--- config.mk ---
export PLATFORM = sky130hd
export DESIGN_NAME = uart_line_monitor_flat
export DESIGN_NICKNAME = d
export VERILOG_FILES = /design/src/rtl/uart_line_monitor_pkg.sv /design/src/rtl/uart_line_monitor_if.sv /design/src/rtl/uart_line_monitor_baud_gen.sv /design/src/rtl/uart_line_monitor.sv /design/src/flat_wrapper.sv
export SDC_FILE = /design/constraint.sdc
export NUM_CORES = 1
export LEC_CHECK = 0
export ABC_AREA = 1
export BUFFER_PORTS_ARGS = -buffer_cell sky130_fd_sc_hd__buf_2
export CAP_MARGIN = 20
export CELL_PAD_IN_SITES_DETAIL_PLACEMENT = 1
export CELL_PAD_IN_SITES_GLOBAL_PLACEMENT = 1
export CORE_ASPECT_RATIO = 1.4
export CORE_MARGIN = 2
export CORE_UTILIZATION = 23
export DETAILED_ROUTE_END_ITERATION = 6
export GPL_TIMING_DRIVEN = 1
export PLACE_DENSITY_LB_ADDON = 0.1
export SLEW_MARGIN = 20
export SYNTH_ARGS = -nofsm -noshare
export SYNTH_HDL_FRONTEND = slang
export SYNTH_SLANG_ARGS = --single-unit
export TNS_END_PERCENT = 100
--- constraint.sdc ---
create_clock -name PCLK -period 3 [get_ports PCLK]
set_input_delay 0.45 -clock PCLK [delete_from_list [all_inputs] [get_ports PCLK]]
set_output_delay 0.45 -clock PCLK [all_outputs]
set_load 0.01 [all_outputs]
--- src/rtl/uart_line_monitor_pkg.sv ---
// Shared types and constants for the UART line monitor.
// The PARITY state exists only when UART_LINE_MONITOR_PARITY_EN is defined.
package uart_line_monitor_pkg;

   localparam int OVERSAMPLE = 16;
   localparam int MID_SAMPLE = 8;

   // Sample-counter values at which the start midpoint and each later bit midpoint fall
   localparam logic [3:0] TICK_MID  = 4'(MID_SAMPLE - 1);
   localparam logic [3:0] TICK_LAST = 4'(OVERSAMPLE - 1);

   typedef enum logic [2:0] {
      IDLE      = 3'd0,
      START     = 3'd1,
      DATA      = 3'd2,
`ifdef UART_LINE_MONITOR_PARITY_EN
      PARITY    = 3'd3,
`endif
      STOP      = 3'd4,
      WAIT_HIGH = 3'd5
   } state_e;

endpackage

--- src/rtl/uart_line_monitor_if.sv ---
// Received-frame bus: last byte plus the per-frame valid and error pulses.
interface uart_line_monitor_if;

   logic [7:0] DATA_OUT;
   logic       DATA_VALID;
   logic       PARITY_ERR;
   logic       FRAMING_ERR;

   modport master (output DATA_OUT, DATA_VALID, PARITY_ERR, FRAMING_ERR);
   modport slave  (input  DATA_OUT, DATA_VALID, PARITY_ERR, FRAMING_ERR);

endinterface

--- src/rtl/uart_line_monitor_baud_gen.sv ---
// 16x oversampling tick divider: one tick every baud_value_i+1 clocks.
// A new divisor is picked up only when the counter wraps.
module uart_line_monitor_baud_gen (
   input  logic        clk,
   input  logic        rst,
   input  logic [12:0] baud_value_i,
   output logic        tick_o
);

   logic [12:0] cnt_q, cnt_d;
   logic [12:0] limit_q, limit_d;

   always_comb begin
      tick_o  = (cnt_q == limit_q);
      cnt_d   = cnt_q + 13'd1;
      limit_d = limit_q;
      if (tick_o) begin
         cnt_d   = '0;
         limit_d = baud_value_i;
      end
   end

   always_ff @(posedge clk or posedge rst) begin
      if (rst) begin
         cnt_q   <= '0;
         limit_q <= '0;
      end else begin
         cnt_q   <= cnt_d;
         limit_q <= limit_d;
      end
   end

endmodule

--- src/rtl/uart_line_monitor.sv ---
// Passive UART receiver/monitor with saturating frame and error counters.
// Parity checking is compiled in only when UART_LINE_MONITOR_PARITY_EN is defined.
module uart_line_monitor
   import uart_line_monitor_pkg::*;
#(
   parameter int CNT_WIDTH   = 16,
   parameter int SYNC_STAGES = 2
) (
   input  logic                 PCLK,
   input  logic                 PRESET,
   input  logic                 RX,
   input  logic [12:0]          BAUD_VALUE,
   input  logic                 BIT8,
   input  logic                 PARITY_EN,
   input  logic                 ODD_N_EVEN,
   input  logic                 CLR_CNT,
   uart_line_monitor_if.master  mon,
   output logic                 RX_BUSY,
   output logic [CNT_WIDTH-1:0] FRAME_CNT,
   output logic [CNT_WIDTH-1:0] ERR_CNT
);

   localparam logic [CNT_WIDTH-1:0] CNT_MAX = '1;
   localparam logic [CNT_WIDTH-1:0] CNT_ONE = CNT_WIDTH'(1);

   logic tick;

   uart_line_monitor_baud_gen u_baud (
      .clk          (PCLK),
      .rst          (PRESET),
      .baud_value_i (BAUD_VALUE),
      .tick_o       (tick)
   );

   // Synchronizer resets to the idle level so release never looks like a start edge
   logic [SYNC_STAGES-1:0] sync_q;
   logic                   rx_s;
   logic                   rx_prev_q;

   always_ff @(posedge PCLK or posedge PRESET) begin
      if (PRESET) begin
         sync_q    <= '1;
         rx_prev_q <= 1'b1;
      end else begin
         sync_q    <= {sync_q[SYNC_STAGES-2:0], RX};
         rx_prev_q <= rx_s;
      end
   end

   assign rx_s = sync_q[SYNC_STAGES-1];

   state_e     state_q, state_d;
   logic [3:0] tick_cnt_q, tick_cnt_d;
   logic [2:0] bit_cnt_q, bit_cnt_d;
   logic [7:0] shift_q, shift_d;
   logic       cfg_bit8_q, cfg_bit8_d;
   logic [7:0] data_out_q, data_out_d;
   logic       valid_q, valid_d;
   logic       ferr_q, ferr_d;
   logic       bit_done;
   logic       frame_err;
`ifdef UART_LINE_MONITOR_PARITY_EN
   logic       cfg_par_q, cfg_par_d;
   logic       cfg_odd_q, cfg_odd_d;
   logic       par_err_q, par_err_d;
   logic       perr_q, perr_d;
`else
   logic       unused_cfg;
   assign unused_cfg = PARITY_EN ^ ODD_N_EVEN;
`endif

   always_comb begin
      state_d    = state_q;
      tick_cnt_d = tick_cnt_q;
      bit_cnt_d  = bit_cnt_q;
      shift_d    = shift_q;
      cfg_bit8_d = cfg_bit8_q;
      data_out_d = data_out_q;
      valid_d    = 1'b0;
      ferr_d     = 1'b0;
`ifdef UART_LINE_MONITOR_PARITY_EN
      cfg_par_d  = cfg_par_q;
      cfg_odd_d  = cfg_odd_q;
      par_err_d  = par_err_q;
      perr_d     = 1'b0;
`endif
      bit_done   = tick && (tick_cnt_q == TICK_LAST);
      if (tick) tick_cnt_d = tick_cnt_q + 4'd1;

      case (state_q)
         IDLE: begin
            tick_cnt_d = '0;
            if (rx_prev_q && !rx_s) begin
               state_d    = START;
               bit_cnt_d  = '0;
               shift_d    = '0;
               cfg_bit8_d = BIT8;
`ifdef UART_LINE_MONITOR_PARITY_EN
               cfg_par_d  = PARITY_EN;
               cfg_odd_d  = ODD_N_EVEN;
               par_err_d  = 1'b0;
`endif
            end
         end
         START: begin
            if (tick && (tick_cnt_q == TICK_MID)) begin
               tick_cnt_d = '0;
               state_d    = rx_s ? IDLE : DATA;
            end
         end
         DATA: begin
            if (bit_done) begin
               shift_d[bit_cnt_q] = rx_s;
               bit_cnt_d          = bit_cnt_q + 3'd1;
               if (bit_cnt_q == (cfg_bit8_q ? 3'd7 : 3'd6)) begin
`ifdef UART_LINE_MONITOR_PARITY_EN
                  state_d = cfg_par_q ? PARITY : STOP;
`else
                  state_d = STOP;
`endif
               end
            end
         end
`ifdef UART_LINE_MONITOR_PARITY_EN
         PARITY: begin
            if (bit_done) begin
               par_err_d = ((^shift_q) ^ rx_s) != cfg_odd_q;
               state_d   = STOP;
            end
         end
`endif
         STOP: begin
            if (bit_done) begin
               data_out_d = shift_q;
               valid_d    = 1'b1;
               ferr_d     = !rx_s;
`ifdef UART_LINE_MONITOR_PARITY_EN
               perr_d     = par_err_q;
`endif
               // A low stop bit may be the start of a break; wait it out
               state_d    = rx_s ? IDLE : WAIT_HIGH;
            end
         end
         WAIT_HIGH: begin
            if (rx_s) state_d = IDLE;
         end
         default: state_d = IDLE;
      endcase
   end

   always_ff @(posedge PCLK or posedge PRESET) begin
      if (PRESET) begin
         state_q    <= IDLE;
         tick_cnt_q <= '0;
         bit_cnt_q  <= '0;
         shift_q    <= '0;
         cfg_bit8_q <= 1'b1;
         data_out_q <= '0;
         valid_q    <= 1'b0;
         ferr_q     <= 1'b0;
`ifdef UART_LINE_MONITOR_PARITY_EN
         cfg_par_q  <= 1'b0;
         cfg_odd_q  <= 1'b0;
         par_err_q  <= 1'b0;
         perr_q     <= 1'b0;
`endif
      end else begin
         state_q    <= state_d;
         tick_cnt_q <= tick_cnt_d;
         bit_cnt_q  <= bit_cnt_d;
         shift_q    <= shift_d;
         cfg_bit8_q <= cfg_bit8_d;
         data_out_q <= data_out_d;
         valid_q    <= valid_d;
         ferr_q     <= ferr_d;
`ifdef UART_LINE_MONITOR_PARITY_EN
         cfg_par_q  <= cfg_par_d;
         cfg_odd_q  <= cfg_odd_d;
         par_err_q  <= par_err_d;
         perr_q     <= perr_d;
`endif
      end
   end

`ifdef UART_LINE_MONITOR_PARITY_EN
   assign frame_err      = perr_q | ferr_q;
   assign mon.PARITY_ERR = perr_q;
`else
   assign frame_err      = ferr_q;
   assign mon.PARITY_ERR = 1'b0;
`endif
   assign mon.DATA_OUT    = data_out_q;
   assign mon.DATA_VALID  = valid_q;
   assign mon.FRAMING_ERR = ferr_q;
   assign RX_BUSY         = (state_q != IDLE);

   // Counters advance the cycle after the frame pulse; a clear in that cycle wins
   logic [CNT_WIDTH-1:0] frame_cnt_q, frame_cnt_d;
   logic [CNT_WIDTH-1:0] err_cnt_q, err_cnt_d;

   always_comb begin
      frame_cnt_d = frame_cnt_q;
      err_cnt_d   = err_cnt_q;
      if (CLR_CNT) begin
         frame_cnt_d = '0;
         err_cnt_d   = '0;
      end else if (valid_q) begin
         if (frame_cnt_q != CNT_MAX) frame_cnt_d = frame_cnt_q + CNT_ONE;
         if (frame_err && (err_cnt_q != CNT_MAX)) err_cnt_d = err_cnt_q + CNT_ONE;
      end
   end

   always_ff @(posedge PCLK or posedge PRESET) begin
      if (PRESET) begin
         frame_cnt_q <= '0;
         err_cnt_q   <= '0;
      end else begin
         frame_cnt_q <= frame_cnt_d;
         err_cnt_q   <= err_cnt_d;
      end
   end

   assign FRAME_CNT = frame_cnt_q;
   assign ERR_CNT   = err_cnt_q;

endmodule
--- src/flat_wrapper.sv ---
// flat-port wrapper written by rule: the top's interface ports become plain ports
module uart_line_monitor_flat import uart_line_monitor_pkg::*;
#(
   parameter int CNT_WIDTH   = 16,
   parameter int SYNC_STAGES = 2
)
  (PCLK, PRESET, RX, BAUD_VALUE, BIT8, PARITY_EN, ODD_N_EVEN, CLR_CNT, RX_BUSY, FRAME_CNT, ERR_CNT, mon_DATA_OUT, mon_DATA_VALID, mon_PARITY_ERR, mon_FRAMING_ERR);
  uart_line_monitor_if mon_i ();
  input  logic PCLK;
  input  logic PRESET;
  input  logic RX;
  input  logic [12:0] BAUD_VALUE;
  input  logic BIT8;
  input  logic PARITY_EN;
  input  logic ODD_N_EVEN;
  input  logic CLR_CNT;
  output logic RX_BUSY;
  output logic [CNT_WIDTH-1:0] FRAME_CNT;
  output logic [CNT_WIDTH-1:0] ERR_CNT;
  output wire logic [$bits(mon_i.DATA_OUT)-1:0] mon_DATA_OUT;
  output wire logic [$bits(mon_i.DATA_VALID)-1:0] mon_DATA_VALID;
  output wire logic [$bits(mon_i.PARITY_ERR)-1:0] mon_PARITY_ERR;
  output wire logic [$bits(mon_i.FRAMING_ERR)-1:0] mon_FRAMING_ERR;
  assign mon_DATA_OUT = mon_i.DATA_OUT;
  assign mon_DATA_VALID = mon_i.DATA_VALID;
  assign mon_PARITY_ERR = mon_i.PARITY_ERR;
  assign mon_FRAMING_ERR = mon_i.FRAMING_ERR;
  uart_line_monitor #(.CNT_WIDTH(CNT_WIDTH), .SYNC_STAGES(SYNC_STAGES)) u_core (.PCLK(PCLK), .PRESET(PRESET), .RX(RX), .BAUD_VALUE(BAUD_VALUE), .BIT8(BIT8), .PARITY_EN(PARITY_EN), .ODD_N_EVEN(ODD_N_EVEN), .CLR_CNT(CLR_CNT), .mon(mon_i), .RX_BUSY(RX_BUSY), .FRAME_CNT(FRAME_CNT), .ERR_CNT(ERR_CNT));
endmodule
# Word level (Yosys, flattened, before mapping)
# Index checks and enable logic that the tools add are counted.
# classes
add_sub_neg	5
order_cmp	2
eq_ne	16
muxes	33
reduce_logical	18
# ops
operator	count
$mux W16	6
$add A16 B1 Y16 const B	2
$ne A16 B16 Y1 const B	2
$mux W3	9
$mux W8	2
$pmux W8 S2	1
$pmux W3 S5	1
$add A13 B1 Y13 const B	1
$eq A13 B13 Y1	1
$mux W13	1
$ne A2 B1 Y1 const B	6
$bwmux W8	1
$mux W4	2
$pmux W4 S2	1
$reduce_and A2 Y1	4
$reduce_bool A2 Y1	4
$eq A3 B3 Y1 const B	2
$mux W1	6
$pmux W3 S2	1
$reduce_and A6 Y1	1
$logic_and A1 B1 Y1	5
$add A4 B1 Y4 const B	1
$eq A4 B3 Y1 const B	1
$eq A4 B4 Y1 const B	1
12 further kinds	12
# word_totals
regBits	90
in_bits	20
out_inout_bits	44

# Longest topological paths before layout
# Gate-level depths: netlist of run 1.
# depth
depth_word	7
mapped_depth	14

# Cells and area by module
# From an unflattened synthesis of run 1, not the netlist that was laid out.
# hier_totals
hier_cells	696
hier_area_um2	5146.2
# by_module_without_submodules
module	instances	cells_each	area_per_inst_um2	seq_area_each_um2
uart_line_monitor	1	471	3597.2	1606.5
uart_line_monitor_baud_gen	1	225	1549.0	650.6

# Worst setup path before layout of run 1
# OpenSTA, ideal clock, no wires.
# synth_path
path_kind	flip-flop to flip-flop
from	register u_core.err_cnt_q[0] (netlist: u_core.ERR_CNT[0])
to	register u_core.err_cnt_q[11] (netlist: u_core.ERR_CNT[11])
setup_time_ps	119
arrival_time_ps	1599
required_ps	2881
setup_slack_ps	1282
stages_incl_launch_ff	10
path_buffers	1
path_cell_list	dfrtp_1 ha_1 nand3_1 nor2_1 nand3_1 nand3_1 nand2_1 buf_2 a21oi_1 nor2_1
# synth_via
elab_chain_len	4
elab_cells_between_ends	8
classes_between	add/sub: 1; eq/ne: 1; mux: 3; reduce/logical: 3
# synth_rtl
item	line	rtl
from (decl)	uart_line_monitor.sv:199	logic [CNT_WIDTH-1:0] err_cnt_q, err_cnt_d;
from (signal assigned)	uart_line_monitor.sv:219	err_cnt_q <= err_cnt_d;
$add A16 B1 Y16 or $ne A16 B16 Y1 (tied branches)	uart_line_monitor.sv:209	if (frame_err && (err_cnt_q != CNT_MAX)) err_cnt_d = err_cnt_q + CNT_ONE;
$mux W16 or $logic_and A1 B1 Y1 (tied branches)	uart_line_monitor.sv:209	
$mux W16 or $reduce_bool A2 Y1 (tied branches)	n/a	
$mux W16 or $reduce_and A2 Y1 (tied branches)	n/a	
# Several ways; a longest one is shown, not always the timed one. The select of a mux whose other input is x is not followed.
# A chain may end at the register's enable or synchronous reset.

# Worst setup path after layout of run 1
# layout_path
from	register u_core.err_cnt_q[0] (netlist: u_core.ERR_CNT[0])
to	register u_core.err_cnt_q[12] (netlist: u_core.ERR_CNT[12])
# Same word-level chain as after synthesis.

==> impl_metrics.yaml, run 1 <==
run_status:
  status: "complete, no violations"
power:
  ir_drop_mv: 0.260
  share_seq_of_total_power_pct: 42.9
  leakage_nw: 2.78
  p_switching_mw: 0.949
  pwr-share-comb_pct: 18.5
  p_sw_share_pct: 30.7
  power.share.clock_pct: 38.6
  power.density_nw_per_um2: 553
  p_int_mw: 2.14
worst_setup_path:
  criticalPathCategory: "reg2reg"
  crit_path_end_kind: "flop"
  critPathMaxStageDelay_ps: 440
  cpMostUsedCell: "nand3_1"
  crit_path_start_kind: "flop"
  critPathSlowestCell: "dfrtp_1"
  cp_top_family: "simple AND/OR/NAND/NOR gates"
  crit_arrival_ps: 2480
  worst-path-buf-inv: 0
  worstPathCellList: "ha_1 > nand3_1 > nor2_1 > nand3_1 > nand3_1 > nand2_1 > nand3_1 > nand2_1 > nand2_1 > nor2_1"
  crit_fanout: 12
  cp.required_ps: 3240
final_layout:
  design_area_um2: 5580
  mostFrequentLayoutCells: "182 x nand2_1, 86 x dfrtp_1, 67 x inv_1"
  fin_nets: 698
  fillers: 2438
  mostFrequentLayoutCell: "nand2_1"
  layout-drive-gt1-share_pct: 16.8
  area_growth_pct: 18.5
  stdcell_count: 930
  antenna_cells: 0
sta:
  period_minus_slack_ps: 2230
  fin_ws_ps: 765
  hold_viol_final: 0
  finalSetupViolCount: 0
  fmax_mhz: 448
  rsz0062_at_grt: "no"
  clock_skew_ps: 12.3
  fin_setup_tns_ps: 0
  period_share_pct: 74.5
  tightest_slew_ps: 743
  relSlewSlack_pct: 50.4
  slew_violations: 0
synthesis:
  ys_ff_latch: 90
  syn_nets: 638
  syn-instance-count: 613
  synth.avg_cell_area_um2: 7.69
  synth_seq_area_share_pct: 47.9
  ys_warn_count: 0
  synth_cell_type_count: 39
  syn_area_um2: 4710
global_route:
  grt_pass1_wl_um: 22100
  antenna_found_initial: 0
  grt_pass1_vias: 4396
  grt_max_degree: 45
  grt_overflow: 0
  grt_usage_pct: 12.5
placement:
  dpl_cell_area_um2: 5280
  place.gp.congestion: 0.769
  hpwl_um: 9520
  placed_cells: 914
  io_buffer_count: 60
  dp_worst_setup_slack_ps: 728
cts:
  cts_max_level: 3
  clock_sinks: 90
  post_cts_buffers: 0
  cts_buffers: 9
  cts_tree: "done"
  root_buffer: "clkbuf_16"
  cts_resized: 0
  clock_path_buffers: 2
  postCtsHoldBufs: 0
  cts.clk_slew.worst_paths_ps: 70
  clkLatencyLatePin_ps: 350
floorplan:
  fp.dieW_um: 125
  core_um2: 20000
  die_y_um: 173
  initial_core_util_pct: 23.6
  ios: 64
  dieArea_um2: 21700
  num_rows: 61
drt:
  wirelength_um: 13100
  drt-pass1-iter-count: 4
  vias: 4145
  drt_iter0_drc: 166
  route.detailed.drc: 0
  wl_per_cell_um: 14.1
  viasPerCell: 4.46
  ant_nets: 0
hold_path:
  hold_class: "in2async"
job:
  drv_cap: 0
[final timing paths]
kind	from	to	slack, ps	cells after the start
setup / recovery	u_core.ERR_CNT[0]$_DFFE_PP0P_	u_core.ERR_CNT[12]$_DFFE_PP0P_	770	10
min in group PCLK	RX	u_core.sync_q[0]$_DFF_PP1_	210	1
hold reg to reg	u_core.sync_q[0]$_DFF_PP1_	u_core.sync_q[1]$_DFF_PP1_	360	0
setup reg to reg	u_core.ERR_CNT[0]$_DFFE_PP0P_	u_core.ERR_CNT[12]$_DFFE_PP0P_	770	10
max in group asynchronous	PRESET	u_core.cfg_bit8_q$_DFFE_PP1P_	2040	3
hold / removal	PRESET	u_core.FRAME_CNT[15]$_DFFE_PP0P_	200	2
[worst register-to-register path, stage by stage (launching register included)]
cell and delay, ps:
dfrtp_1 440, ha_1 230, nand3_1 160, nor2_1 290
nand3_1 140, nand3_1 190, nand2_1 320, nand3_1 200
nand2_1 70, nand2_1 60, nor2_1 40
[kinds of logic after synthesis]
kind of cell | share of synthesized area, %
simple gates | 32.4
fa+ha+maj | 1.33
other cells | 0.0796
flops | 47.9
compound gates | 7.01
xor+xnor | 2.97
buf+inv | 8.02
mux | 0.239
[flip-flops by register name, indices dropped and copies added, names as in the netlist]
register,count
u_core.FRAME_CNT,16
u_core.sync_q,2
u_core.bit_cnt_q,3
u_core.state_q,3
u_core.cfg_bit8_q,1
u_core.rx_prev_q,1
u_core.mon.DATA_VALID,1
u_core.u_baud.cnt_q,13
u_core.tick_cnt_q,4
u_core.mon.FRAMING_ERR,1
u_core.ERR_CNT,16
u_core.shift_q,8
u_core.mon.DATA_OUT,8
u_core.u_baud.limit_q,13
[synth_stat cells]
master | number | area share, %
nand3_4 | 1 | 0.37
buf_4 | 2 | 0.32
nand4_1 | 8 | 1.1
xor2_1 | 9 | 1.7
ha_1 | 5 | 1.3
dfstp_2 | 4 | 2.2
o21ai_0 | 39 | 4.1
nor3_1 | 24 | 2.5
dfrtp_1 | 86 | 46
nand2_1 | 182 | 14
conb_1 | 1 | 0.080
clkinv_1 | 1 | 0.080
o31ai_1 | 3 | 0.48
xnor2_1 | 7 | 1.3
clkbuf_1 | 3 | 0.24
nand3b_1 | 1 | 0.16
nand2_4 | 1 | 0.24
nor4_1 | 4 | 0.53
nor3_4 | 1 | 0.35
clkinv_2 | 1 | 0.11
a21oi_1 | 16 | 1.7
nor3b_1 | 1 | 0.16
nor4b_1 | 1 | 0.19
a31o_2 | 1 | 0.19
nor2_4 | 2 | 0.48
nand3_1 | 46 | 4.9
or2_2 | 9 | 1.2
a21boi_0 | 1 | 0.16
inv_1 | 68 | 5.4
inv_2 | 5 | 0.40
nor2_2 | 2 | 0.27
a21oi_2 | 1 | 0.19
nand2_2 | 4 | 0.53
buf_6 | 3 | 0.72
buf_2 | 7 | 0.74
nand3_2 | 1 | 0.21
nor2_1 | 60 | 4.8
mux2_2 | 1 | 0.24
o21a_1 | 1 | 0.16
[power groups by stage]
stage	Sequential, mW	Combinational (mW)	Clock, mW
3_5_place_dp	1.35	0.587	0
2_1_floorplan	1.33	0.459	0
4_1_cts	1.33	0.588	1.26
3_3_place_gp	1.35	0.572	0
6_report	1.32	0.571	1.19
5_1_grt	1.33	0.680	1.29
[layout make-up]
type	count	area [um2]	share of cell area [%]
Multi-Input combinational cell	433	2080	37.2
Sequential cell	90	2260	40.4
Inverter	75	284	5.09
Tap cell	252	315	5.65
Timing Repair Buffer	64	343	6.14
Clock buffer	12	256	4.59
Clock inverter	4	50.0	0.896
[metal layers]
layer	global-route usage [%]	part of all wire, %
met1	14.8	44
met2	23.0	51
met3	1.51	2.6
met4	4.86	1.6
met5	0	0
[through the flow]
step	total power [mW]	hold WS, ps	util [%]
6_report	3.09	203	27.9
5_1_grt	3.31	195	27.9
4_1_cts	3.17	182	27.9
3_5_place_dp	1.94	349	26.4
3_3_place_gp	1.92	346	26.4
2_1_floorplan	1.79	345	-
Power figures use the tool's default switching activity.
==> inputs of run 2 (changes only) <==
--- a/config.mk
+++ b/config.mk
@@ -5,7 +5,7 @@
 export SDC_FILE = /design/constraint.sdc
 export NUM_CORES = 1
 export LEC_CHECK = 0
-export ABC_AREA = 1
+export ABC_AREA = 0
 export BUFFER_PORTS_ARGS = -buffer_cell sky130_fd_sc_hd__buf_2
 export CAP_MARGIN = 20
 export CELL_PAD_IN_SITES_DETAIL_PLACEMENT = 1
==> constraint.sdc (replaced) <==
create_clock -name PCLK -period 1.85 [get_ports PCLK]
set_input_delay 0.2775 -clock PCLK [delete_from_list [all_inputs] [get_ports PCLK]]
set_output_delay 0.2775 -clock PCLK [all_outputs]
set_load 0.01 [all_outputs]
==> run 2 against run 1 <==
Net effect: the run now ends with setup timing left; area after synthesis shrank 7.4%; sequential share of layout area fell by 4.7 points; first-iteration DRC count shrank 25%; via count shrank 12%; maximum frequency is 9.1% higher; count of clock-buffer cells in the layout shrank 2; power increased by 51%; largest cell class is now multi-input gates.
==> impl_metrics.yaml, run 2 <==
run_status:
  status: "finished, violations left"
  violations: "setup timing"
synthesis:
  syn_nets: 442
  ys_ff_latch: 90
  syn-instance-count: 417
  yosysMostFrequentCell: "dfrtp_1"
  synth_edf_count: 0
  ys_warn_count: 0
  synth_top_area_share_pct: 49.3
  async_reset_ff_share_pct: 100
  synth_area_leader_cell: "dfrtp_1"
  synth_cell_type_count: 45
  synthTopCellsByArea: "dfrtp_1 49%, mux2_2 6.2%, xor2_1 5.0%"
  ys.flop_type: "dfrtp_1"
  synth_seq_area_share_pct: 51.7
  yosys-top-cells-count: "86 x dfrtp_1, 55 x nor2_1, 26 x nand2_1"
  syn_area_um2: 4360
  synth.avg_cell_area_um2: 10.5
placement:
  dpl_cell_area_um2: 5480
  dp_worst_setup_slack_ps: -288
  io_buffer_count: 60
  place.gp.congestion: 0.739
  hpwl_um: 8540
sta:
  period_minus_slack_ps: 2050
  rsz0062_at_grt: "yes"
  fin_setup_tns_ps: -3170
  fin_ws_ps: -198
  period_share_pct: 111
  clock_skew_ps: 10.5
  slew_violations: 0
  fmax_mhz: 488
  tightest_slew_ps: 514
  relSlewSlack_pct: 65.7
  finalSetupViolCount: 22
  hold_viol_final: 0
global_route:
  grt_usage_pct: 13.0
  grt_pass1_vias: 4061
  grt_overflow: 0
  antenna_found_initial: 0
  grt_max_degree: 91
  grt_pass1_wl_um: 20700
worst_setup_path:
  worst-path-stages: 8
  cpMostUsedCell: "buf_6"
  crit_path_end_kind: "flop"
  reg2regPathDepth: 8
  r2r_slack_ps: -200
  worstPathCellList: "xnor2_1 > nand3_2 > buf_6 > nor4_4 > buf_6 > buf_4 > o21bai_4 > mux2_4"
  cp.required_ps: 2080
  worst-path-buf-inv: 3
  reg2reg_from: "u_core.u_baud.cnt_q[6]$_DFF_PP0_"
  critPathLaunch: "u_core.u_baud.cnt_q[6]$_DFF_PP0_"
  cp_top_family: "simple AND/OR/NAND/NOR gates"
  crit_arrival_ps: 2280
  critPathMaxStageDelay_ps: 410
  critPathSlowestCell: "dfrtp_1"
  crit_fanout: 7
  setup.worst_path.end: "u_core.bit_cnt_q[0]$_DFFE_PP0P_"
  crit_path_start_kind: "flop"
  criticalPathCategory: "reg2reg"
  timing.rr.end: "u_core.bit_cnt_q[0]$_DFFE_PP0P_"
final_layout:
  layout-drive-gt1-share_pct: 42.8
  mostFrequentLayoutCell: "dfrtp_1"
  mostFrequentLayoutCells: "85 x dfrtp_1, 74 x buf_4, 60 x buf_2"
  antenna_cells: 0
  fin_nets: 590
  area_growth_pct: 44.8
  design_area_um2: 6320
power:
  ir_drop_mv: 0.346
  leakage_nw: 2.94
  power.density_nw_per_um2: 739
drt:
  drt_iter0_drc: 124
  viasPerCell: 4.50
  route.detailed.drc: 0
  met2WireLength_um: 6550
  vias: 3667
  wl_met1_um: 5310
  wl_per_cell_um: 15.3
  wirelength_um: 12500
  wl_met3_um: 362
  ant_nets: 0
  highest_layer: "met4"
  drt-pass1-iter-count: 4
cts:
  cts_max_level: 3
  clkLatencyLatePin_ps: 360
  clock_path_buffers: 2
  cts_buffers: 9
  cts_tree: "done"
  postCtsHoldBufs: 0
  root_buffer: "clkbuf_16"
  cts.clk_slew.worst_paths_ps: 80
  clock_sinks: 90
floorplan:
  ios: 64
  initial_core_util_pct: 23.5
  die_y_um: 167
  num_rows: 59
  core_um2: 18600
  dieArea_um2: 20100
  fp.dieW_um: 120
hold_path:
  min_path_cells: 1
  hold_class: "in2reg"
job:
  drv_cap: 0
==> run 2: logic make-up after synthesis <==
kind of cell | count (synthesis) | share of synthesized area (%)
simple gates | 179 | 21.8
flops | 90 | 51.7
xor+xnor | 47 | 9.43
compound gates | 45 | 6.45
mux | 27 | 6.88
buf+inv | 23 | 2.15
fa+ha+maj | 5 | 1.43
other cells | 1 | 0.0860
==> run 2: timing repair <==
action | in CTS | in global routing
gates cloned | 2 | 0
endpoints found under the setup margin | 50 | 61
resized for setup | 36 | 45
setup buffers | 6 | 17
pin swaps | 9 | 22
==> run 2: worst min path at each step <==
stage                                    start                         end  slack, ps
global route                                RX  u_core.sync_q[0]$_DFF_PP1_         10
global placement    u_core.sync_q[0]$_DFF_PP1_  u_core.sync_q[1]$_DFF_PP1_        350
finish                                      RX  u_core.sync_q[0]$_DFF_PP1_         20
floorplan                                   RX  u_core.sync_q[0]$_DFF_PP1_        280
detailed placement  u_core.sync_q[0]$_DFF_PP1_  u_core.sync_q[1]$_DFF_PP1_        350
CTS                                         RX  u_core.sync_q[0]$_DFF_PP1_          8
==> run 2: cell type report <==
class | instances | area [um2]
multi-input cells | 304 | 2300
clock inverters | 6 | 72.6
inverters | 9 | 37.5
fillers | 2116 | 12300
flip-flops and latches | 90 | 2260
repair buffers | 151 | 1100
well taps | 244 | 305
clock buffers | 10 | 239
==> run 2: power by group <==
group          switching (mW)  internal [mW]  total (mW)  leakage (nW)
clock                   0.858           1.10        1.96         0.150
combinational           0.269          0.289       0.558          1.60
sequential             0.0872           2.06        2.15          1.20
total                    1.21           3.45        4.67          2.94
==> run 2: layer usage <==
metal  global-route usage [%]  vias to the layer above
li1                         -                     1756
met1                     15.4                     1840
met4                     5.66                        0
met5                        0                        -
met3                     1.85                       12
met2                     22.9                       59
==> run 2: metrics by stage <==
stage / total power [mW] / cells / hold slack (ps) / utilization (%)
finish: 4.67 / 814 / 23.3 / 34.0
global route: 4.90 / 814 / 12.7 / 34.0
CTS: 4.70 / 801 / 8.29 / 32.4
detailed placement: 2.67 / 777 / 348 / 29.5
global placement: 2.65 / 777 / 345 / 29.5
floorplan: 2.43 / 417 / 282 / -
==> inputs of run 3 (changes only) <==
==> constraint.sdc (replaced) <==
create_clock -name PCLK -period 2.6 [get_ports PCLK]
set_input_delay 0.39 -clock PCLK [delete_from_list [all_inputs] [get_ports PCLK]]
set_output_delay 0.39 -clock PCLK [all_outputs]
set_load 0.01 [all_outputs]
==> run 3 against run 2 <==
Net effect: the flow now finishes without violations; sequential cell count unchanged; clock skew increased by 2.6 ps; worst setup slack improved by 630 ps; via count decreased by 8.7%; design area decreased by 16%; sequential share of layout area increased by 6.7 points; critical path type unchanged; largest cell class is now sequential cells.
==> impl_metrics.yaml, run 3 (synthesized netlist as in run 2, its figures left out) <==
run_status:
  status: "complete, no violations"
power:
  p_sw_share_pct: 24.3
  share_seq_of_total_power_pct: 48.5
  ir_drop_mv: 0.244
  power_mw: 3.19
  power.share.clock_pct: 44.5
  leakage_nw: 2.41
  pwr-share-comb_pct: 7.0
  p_switching_mw: 0.777
  power.density_nw_per_um2: 601
  p_int_mw: 2.42
sta:
  clock_skew_ps: 13.1
  hold_viol_final: 0
  period_minus_slack_ps: 2170
  rsz0062_at_grt: "no"
  fin_ws_ps: 433
  period_share_pct: 83.3
  tightest_slew_ps: 520
  fmax_mhz: 461
  finalSetupViolCount: 0
  fin_setup_tns_ps: 0
  relSlewSlack_pct: 65.0
  slew_violations: 0
global_route:
  grt_overflow: 0
  grt_max_degree: 91
  antenna_found_initial: 0
  grt_pass1_wl_um: 18700
  grt_pass1_vias: 3629
  grt_usage_pct: 11.8
final_layout:
  fillers: 2136
  regArea_um2: 2260
  layout-drive-gt1-share_pct: 25.4
  antenna_cells: 0
  multi_input_area_um2: 2010
  mostFrequentLayoutCells: "86 x dfrtp_1, 60 x buf_2, 55 x nor2_1"
  mostFrequentLayoutCell: "dfrtp_1"
  fin_nets: 508
  area_growth_pct: 21.8
  design_area_um2: 5310
worst_setup_path:
  criticalPathCategory: "reg2reg"
  reg2reg_from: "u_core.u_baud.cnt_q[5]$_DFF_PP0_"
  crit_path_end_kind: "flop"
  crit_path_start_kind: "flop"
  reg2regPathDepth: 6
  cp.required_ps: 2870
  timing.rr.end: "u_core.shift_q[1]$_DFFE_PP0P_"
  crit_fanout: 9
  r2r_slack_ps: 430
  crit_arrival_ps: 2430
floorplan:
  num_rows: 59
  fp.dieW_um: 120
  initial_core_util_pct: 23.5
  die_y_um: 167
  ios: 64
  core_um2: 18600
  dieArea_um2: 20100
placement:
  dp_worst_setup_slack_ps: 402
  io_buffer_count: 60
  dpl_cell_area_um2: 4990
  hpwl_um: 7760
  place.gp.congestion: 0.695
cts:
  cts_max_level: 3
  clkLatencyLatePin_ps: 350
  root_buffer: "clkbuf_16"
  cts_buffers: 9
  cts.clk_slew.worst_paths_ps: 70
  clock_sinks: 90
  cts_resized: 0
  cts_tree: "done"
  post_cts_buffers: 0
  clock_path_buffers: 2
  postCtsHoldBufs: 0
drt:
  drt_iter0_drc: 150
  drt-pass1-iter-count: 4
  ant_nets: 0
  viasPerCell: 4.57
  wl_per_cell_um: 15.1
  route.detailed.drc: 0
  wirelength_um: 11000
  vias: 3347
hold_path:
  hold_end: "u_core.sync_q[0]$_DFF_PP1_"
  hold_class: "in2reg"
  hold_start: "RX"
  min_path_cells: 1
job:
  drv_cap: 0
==> run 3: cell types whose count changed in the layout (fill, tap and decap cells not counted), moves of 4 or more <==
cell / delta
mux2_2: +15
mux2_4: -15
buf_4: -66
a21oi_2: -4
xnor2_1: +6
a21oi_1: +4
xnor2_2: -6
buf_6: -12
o21ai_0: +5
nand3_1: +4
o21ai_1: -4
==> run 3: metal layers <==
layer  global-route usage (%)  wire length [um]  vias to the layer above
met1                     13.9              4860                     1676
met4                     4.10               129                        0
met3                     2.71               332                       11
met5                        0                 0                        -
met2                     20.7              5690                       64
li1                         -                 -                     1596
==> run 3: worst max-delay path, stage by stage (launching register included) <==
cell     delay [ps]
dfrtp_1         430
xnor2_1         210
nand4_2         230
nor4_4          410
nand4_4         220
or3_1           410
o22ai_1         170
==> run 3: how the worst max path moves through the flow <==
stage | startpoint | cells after the start | end
floorplan | u_core.u_baud.cnt_q[5]$_DFF_PP0_ | 6 | u_core.mon.DATA_OUT[6]$_DFFE_PP0P_
global placement | u_core.u_baud.cnt_q[9]$_DFF_PP0_ | 5 | u_core.u_baud.limit_q[8]$_DFFE_PP0N_
detailed placement | u_core.u_baud.cnt_q[9]$_DFF_PP0_ | 5 | u_core.u_baud.limit_q[2]$_DFFE_PP0N_
CTS | u_core.u_baud.cnt_q[9]$_DFF_PP0_ | 5 | u_core.u_baud.limit_q[2]$_DFFE_PP0N_
global route | u_core.u_baud.cnt_q[5]$_DFF_PP0_ | 7 | u_core.tick_cnt_q[3]$_DFF_PP0_
finish | u_core.u_baud.cnt_q[5]$_DFF_PP0_ | 6 | u_core.shift_q[1]$_DFFE_PP0P_
==> run 3: area by class of cell <==
type	instances	share of cell area, %
clock buffer	10	4.31
clock inverter	6	1.72
inverter	9	0.707
multi-input combinational	304	37.9
sequential	90	42.5
tap	244	5.75
timing repair buffer	69	7.16
==> run 3: metrics by stage <==
stage / cells / hold WS, ps / utilization [%]
after detailed placement: 716 / 349 / 26.8
final: 732 / 147 / 28.6
after global routing: 732 / 130 / 28.6
after global placement: 716 / 346 / 26.8
after floorplan: 417 / 345 / -
after CTS: 732 / 127 / 28.6
==> run 3: power by group through the flow <==
stage	logic [mW]	registers, mW	clock network (mW)
6_report	0.223	1.55	1.42
2_1_floorplan	0.170	1.55	0
3_5_place_dp	0.232	1.58	0
3_3_place_gp	0.227	1.58	0
5_1_grt	0.257	1.56	1.55
4_1_cts	0.233	1.55	1.50
